[src/rtl/bitstream_reader_pkg.sv]
// Shared types and constants for the AV1 bitstream reader.
// Build option BITSTREAM_READER_INVERT_EN selects inverted-dif byte storage with a ones pad.
package bitstream_reader_pkg;

  localparam int BR_DEF_WINDOW_WIDTH    = 32;
  localparam int BR_DEF_BITSTREAM_WIDTH = 8;
  localparam int BR_DEF_D_SIZE          = 5;
  localparam int BR_DEF_MIN_BITS        = 16;
  localparam int BR_CNT_WIDTH           = 6;

  typedef enum logic [1:0] {
    ST_IDLE  = 2'd0,
    ST_FILL  = 2'd1,
    ST_DRAIN = 2'd2
  } br_state_t;

`ifdef BITSTREAM_READER_INVERT_EN
  localparam logic BR_PAD = 1'b1;
`else
  localparam logic BR_PAD = 1'b0;
`endif

  // Mask with the low 'amount' bits set; used to shift the pad value into the window.
  function automatic logic [BR_DEF_WINDOW_WIDTH-1:0] br_low_mask(input logic [BR_DEF_D_SIZE-1:0] amount);
    br_low_mask = ~({BR_DEF_WINDOW_WIDTH{1'b1}} << amount);
  endfunction

endpackage

[src/rtl/bitstream_reader_byte_inserter.sv]
// Combinational window update: shift left by d (pad shifted in, count saturating at 0),
// then merge one byte directly below the remaining real bits. No state, no backpressure.
module byte_inserter
  import bitstream_reader_pkg::*;
#(
  parameter int W  = BR_DEF_WINDOW_WIDTH,
  parameter int BW = BR_DEF_BITSTREAM_WIDTH,
  parameter int DS = BR_DEF_D_SIZE,
  parameter int CW = BR_CNT_WIDTH
) (
  input  logic [W-1:0]  window,
  input  logic [CW-1:0] cnt,
  input  logic [DS-1:0] shift,
  input  logic [BW-1:0] data,
  input  logic          insert,
  output logic [W-1:0]  window_next,
  output logic [CW-1:0] cnt_next
);

  logic [W-1:0]  pad_fill;
  logic [W-1:0]  shifted;
  logic [W-1:0]  byte_field;
  logic [W-1:0]  byte_mask;
  logic [BW-1:0] stored;
  logic [CW-1:0] cnt_shifted;
  logic [CW-1:0] offset;

  always_comb begin
    pad_fill    = BR_PAD ? ~({W{1'b1}} << shift) : '0;
    shifted     = (window << shift) | pad_fill;
    cnt_shifted = (cnt >= CW'(shift)) ? (cnt - CW'(shift)) : '0;

    // The byte lands right under the surviving real bits; the caller guarantees it fits.
    stored     = data ^ {BW{BR_PAD}};
    offset     = CW'(W - BW) - cnt_shifted;
    byte_field = {{(W-BW){1'b0}}, stored} << offset;
    byte_mask  = {{(W-BW){1'b0}}, {BW{1'b1}}} << offset;

    window_next = shifted;
    cnt_next    = cnt_shifted;
    if (insert) begin
      window_next = (shifted & ~byte_mask) | byte_field;
      cnt_next    = cnt_shifted + CW'(BW);
    end
  end

endmodule

[src/rtl/bitstream_reader.sv]
// AV1 arithmetic-decoder bit window: byte-per-cycle fill, same-cycle consume, results visible
// right after the edge; ready drops when full, in DRAIN, flush or reset. Option: BITSTREAM_READER_INVERT_EN.
module bitstream_reader
  import bitstream_reader_pkg::*;
#(
  parameter int BR_WINDOW_WIDTH    = BR_DEF_WINDOW_WIDTH,
  parameter int BR_BITSTREAM_WIDTH = BR_DEF_BITSTREAM_WIDTH,
  parameter int BR_D_SIZE          = BR_DEF_D_SIZE,
  parameter int BR_MIN_BITS        = BR_DEF_MIN_BITS
) (
  input  logic                          br_clk,
  input  logic                          br_reset_n,
  input  logic                          br_flush,
  input  logic [BR_BITSTREAM_WIDTH-1:0] in_byte,
  input  logic                          in_byte_valid,
  input  logic                          in_byte_last,
  output logic                          in_byte_ready,
  input  logic                          in_consume,
  input  logic [BR_D_SIZE-1:0]          in_consume_bits,
  output logic [BR_WINDOW_WIDTH-1:0]    out_window,
  output logic                          out_window_valid,
  output logic [BR_CNT_WIDTH-1:0]       out_cnt,
  output logic                          out_eos,
  output logic                          out_overrun
);

  localparam int W  = BR_WINDOW_WIDTH;
  localparam int CW = BR_CNT_WIDTH;

  br_state_t              state;
  logic [W-1:0]           window;
  logic [CW-1:0]          cnt;
  logic                   eos;
  logic                   overrun;

  logic                   window_valid;
  logic                   handshake;
  logic                   consume_bad;
  logic                   consume_ok;
  logic [BR_D_SIZE-1:0]   shift_amt;
  logic [W-1:0]           window_next;
  logic [CW-1:0]          cnt_next;

  assign window_valid  = (cnt >= CW'(BR_MIN_BITS)) || (state == ST_DRAIN);
  assign in_byte_ready = br_reset_n && !br_flush && (state != ST_DRAIN)
                         && (cnt <= CW'(W - BR_BITSTREAM_WIDTH));
  assign handshake     = in_byte_valid && in_byte_ready;

  // An illegal consume is dropped entirely; a byte in the same cycle still goes in.
  assign consume_bad = in_consume && (!window_valid || (in_consume_bits > BR_D_SIZE'(BR_MIN_BITS)));
  assign consume_ok  = in_consume && !consume_bad;
  assign shift_amt   = consume_ok ? in_consume_bits : '0;

  byte_inserter #(
    .W  (W),
    .BW (BR_BITSTREAM_WIDTH),
    .DS (BR_D_SIZE),
    .CW (CW)
  ) u_byte_inserter (
    .window      (window),
    .cnt         (cnt),
    .shift       (shift_amt),
    .data        (in_byte),
    .insert      (handshake),
    .window_next (window_next),
    .cnt_next    (cnt_next)
  );

  always_ff @(posedge br_clk or negedge br_reset_n) begin
    if (!br_reset_n) begin
      state   <= ST_IDLE;
      window  <= {W{BR_PAD}};
      cnt     <= '0;
      eos     <= 1'b0;
      overrun <= 1'b0;
    end else if (br_flush) begin
      state   <= ST_IDLE;
      window  <= {W{BR_PAD}};
      cnt     <= '0;
      eos     <= 1'b0;
      overrun <= 1'b0;
    end else begin
      window <= window_next;
      cnt    <= cnt_next;
      if (consume_bad) begin
        overrun <= 1'b1;
      end
      if (handshake) begin
        if (in_byte_last) begin
          state <= ST_DRAIN;
          eos   <= 1'b1;
        end else if (state == ST_IDLE) begin
          state <= ST_FILL;
        end
      end
    end
  end

  assign out_window       = window;
  assign out_window_valid = window_valid;
  assign out_cnt          = cnt;
  assign out_eos          = eos;
  assign out_overrun      = overrun;

endmodule

[config.mk]
export PLATFORM = sky130hd
export DESIGN_NAME = bitstream_reader
export DESIGN_NICKNAME = d
export VERILOG_FILES = /design/src/rtl/bitstream_reader_pkg.sv /design/src/rtl/bitstream_reader_byte_inserter.sv /design/src/rtl/bitstream_reader.sv
export SDC_FILE = /design/constraint.sdc
export NUM_CORES = 1
export LEC_CHECK = 0
export ABC_AREA = 1
export BUFFER_PORTS_ARGS = -buffer_cell sky130_fd_sc_hd__buf_2
export CAP_MARGIN = 20
export CORE_MARGIN = 3
export CORE_UTILIZATION = 65
export CTS_BUF_LIST = sky130_fd_sc_hd__clkbuf_16
export DETAILED_ROUTE_END_ITERATION = 12
export HOLD_SLACK_MARGIN = 0.12
export MAX_ROUTING_LAYER = met4
export PLACE_DENSITY = 0.88
export SYNTH_ARGS = -nofsm -noshare
export SYNTH_HDL_FRONTEND = slang
export SYNTH_SLANG_ARGS = --single-unit
export TNS_END_PERCENT = 50
[constraint.sdc]
create_clock -name br_clk -period 7.7 [get_ports br_clk]
set_clock_uncertainty 0.05 [all_clocks]
set_input_delay 1.925 -clock br_clk [delete_from_list [all_inputs] [get_ports br_clk]]
set_output_delay 1.925 -clock br_clk [all_outputs]
set_load 0.005 [all_outputs]
==> results.md <==
* CTS buffer count at 5
* Minimum hold slack at between 0.4 and 0.5 ns
* Final min period at between 6 and 7 ns
* R2R Setup Slk at 2.50 ns
* Syn Nets at 902
* CORE AREA at 7290 µm²
* Row cnt at 31
* Mapped Area at 4940 µm²
* Place WS at 1.04 ns
* Relative slew slack at 47.7%
* Root buffer cell: clkbuf_16
* Post-CTS Setup Inserts at 0
* Grt total ovfl at 0
* Mapped Cells at between 800 and 900
* CP startpoint kind: input port
* Pin count of the biggest net entering global routing at 44
* Type of the worst setup path: input port to flop
* DR iter-0 viols at 899
* Gpl congestion at 1.01
* Placed cells at 991
* Post-route setup slack at 1.24 ns
* Hold Fails Final Rpt at 0
* Global-route wire length before repair at 27.5 mm
* Crit-path cells: buf_2 > nor2_1 > nand2_1 > nand2_1 > nand3_1 > nor2_2 > buf_4 > inv_2 > ha_1 > nand2_2 > nor2_1 > nor2_1 > nand2_2 > nand2_4 > ha_1 > inv_1 > ha_1 > clkinv_1 > nor2_1 > nand2_1 > nand2_1 > nand3_1 > nand3_1 > a21oi_1
* Area grow syn2layout at 8.26%
* Worst hold stages at 2
* Leading area contributor after synthesis: nand2_1
* Sink Count at 42
* Data arrival time of the worst path at 6.55 ns
* Synth warn at 0
* Share of the synthesized area in the top cell type at a little under a quarter
* Leak pwr at 2.90 nW
* Vias in the first global route at 5,489
* FF-to-FF End: out_window[18]
* DIE WIDTH at 93.2 µm
* Antenna violations before repair at 0
* RR Startpoint: state[0]
* WL/cell at approximately 17 µm
* Die outline height at ~93 µm
* Clock Path Buffers at 2
* Post-CTS sizing at 0
* CP endpoint kind: flop
* Mean Syn Cell Area at 5.69 µm²
* Hold/Removal Path Class: flop to flop
* Critical Path RT at 7.79 ns
* Hold Buf Count CTS at 0
* Nets at 934
* Clk pin slew, worst setup/hold paths at approximately 0.060 ns
* Highest-delay cell along the critical path: ha_1
* Post-synthesis sequential area ratio at 21.3%
* Port bufs at 60
* Synth unique cells at 36
* Pre-Repair DR Iteration Count at 6
* Worst-Skew Late Latency at 0.28 ns
* GRT Total Usage at 40.9%
* DRT antenna net count at 0
* I/O pin count at 61
* RSZ-0062 raised after global routing: no
* Fmax at 155 MHz
* Max Cap Viol at 0
* VDD IR max at 942 µV
* Setup violators final at 0
* Hold Path Origin: out_overrun
* Worst-Margin Slew at 0.784 ns
* Total die area at slightly below 9000 µm²
* Via density at 6.22
* Worst path max stage delay at 0.62 ns
* WL final at 17.2 mm
* Tcrit/Tclk final at 83.9%
* Hold Path Sink: out_overrun
* Residual DRC count at 0
* DR vias at 6,217
* Critical Path Fanout Max at 33
* FILL cells at 668
* #FFs+latches synth at 42
* CP top delay family: simple AND/OR/NAND/NOR gates
* Initial Util at between 60% and 70%
* PwrDens at 416 nW/µm²
* Critical path startpoint: in_consume_bits[0]
* Fin Setup TNS at 0 ns
* Total power at 2.22 mW
* Fraction of layout cells with a size suffix above 1 at 11.9%
* Reg2reg path depth at 23
* Worst path bufs/invs at 5
* Fin. max-slew vios at 0
* Synth area leaders: nand2_1 23%, nand3_1 22%, dfrtp_1 21%, inv_1 4.9%, nor2_1 4.1%
* Post-Layout Cell Count at 999
* CTS tree: yes
* Htree depth at 2
* Ant diodes at 0
* Half-perimeter wire length after detailed placement at around 13 mm
* Status: finished clean
[cell usage after synthesis]
cell and instances:
o21ai_1 19, nor2_1 54, o21ai_0 16, nand3_1 220, ha_1 15, fa_1 1
nor2_4 5, o211ai_1 4, inv_1 65, nor3_1 2, and2_1 1, clkbuf_1 20
or2_2 1, buf_1 2, o21a_1 1, inv_2 7, o31ai_4 1, nor2_8 1
or2_0 1, a21oi_1 29, nand4_1 9, buf_2 14, buf_6 4, nand2_2 7
a31oi_1 4, o22ai_1 1, mux2i_1 1, clkinv_1 1, xnor2_1 2, nand3b_1 3
dfrtp_1 42, nand2_1 302, nand3_2 1, buf_4 4, nor2_2 3, nand2_4 4
[cell type report]
cell class / instances / area [µm²] / share of cell area, %
multi-input cells: 708 / 3390 / 63.4
repair buffers: 69 / 368 / 6.88
clock inverters: 3 / 16.3 / 0.304
well taps: 99 / 124 / 2.32
clock buffers: 5 / 125 / 2.34
flip-flops and latches: 42 / 1050 / 19.7
inverters: 73 / 274 / 5.13
[stage by stage]
stage	util, %	area [µm²]
floorplan	-	4940
global placement	71.4	5200
detailed placement	71.4	5200
CTS	73.3	5350
global route	73.3	5350
finish	73.3	5350
[worst max path at each step]
| stage | to | depth (start not counted) |
|---|---|---|
| finish | out_window[18] | 24 |
| global route | out_window[26] | 24 |
| CTS | out_window[26] | 24 |
| detailed placement | out_window[26] | 24 |
| global placement | out_window[26] | 24 |
| floorplan | out_window[10] | 26 |
[power by group]
part           leakage [nW]  switching (mW)  internal (mW)
combinational          2.26            1.20          0.476
clock                0.0672          0.0925          0.119
sequential            0.570          0.0602          0.273
total                  2.90            1.35          0.868
[metal layers]
metal / GRT usage [%] / routed length [µm] / vias to the layer above
met5: - / 0 / -
met3: 7.40 / 2240 / 80
li1: - / - / 2916
met2: 60.6 / 7420 / 472
met4: 20.5 / 979 / 0
met1: 53.9 / 6550 / 2749
[worst min-delay path, delay by kind of cell, from the launching register on]
kind / cells / cell delay, ns
flops: 1 / 0.34
compound gates: 1 / 0.04
simple gates: 1 / 0.07
[sequential cells by signal (all words and copies together) (netlist names)]
name and cells:
out_overrun 1, state 2, out_eos 1, out_window 32, out_cnt 6
[logic make-up (layout without fill, tap and decap cells)]
group           count (synthesis)  count (layout)  synth area share [%]
fa+ha+maj                      16              16                  4.21
simple gates                  614             614                  55.5
buf+inv                       117             150                  10.2
mux                             1               1                 0.203
xor+xnor                        2               2                 0.355
flops                          42              42                  21.3
compound gates                 75              75                  8.31
[placed cells by master, fill, tap and decap left out, types with 2 or more instances in the layout]
cell type	Yosys	routed
nor3_1	2	2
o21ai_0	16	16
nand4_1	9	9
o211ai_1	4	4
nand3_1	220	220
buf_2	14	60
nor2_4	5	5
nor2_2	3	4
o21ai_1	19	19
dfrtp_1	42	42
nor2_1	54	53
buf_4	4	9
a21oi_1	29	29
clkbuf_16	0	5
inv_1	65	65
xnor2_1	2	2
a31oi_1	4	4
nand3b_1	3	3
clkinv_1	1	2
nand2_2	7	7
inv_2	7	7
ha_1	15	15
nand2_1	302	302
nand2_4	4	4
Power figures use the tool's default switching activity.
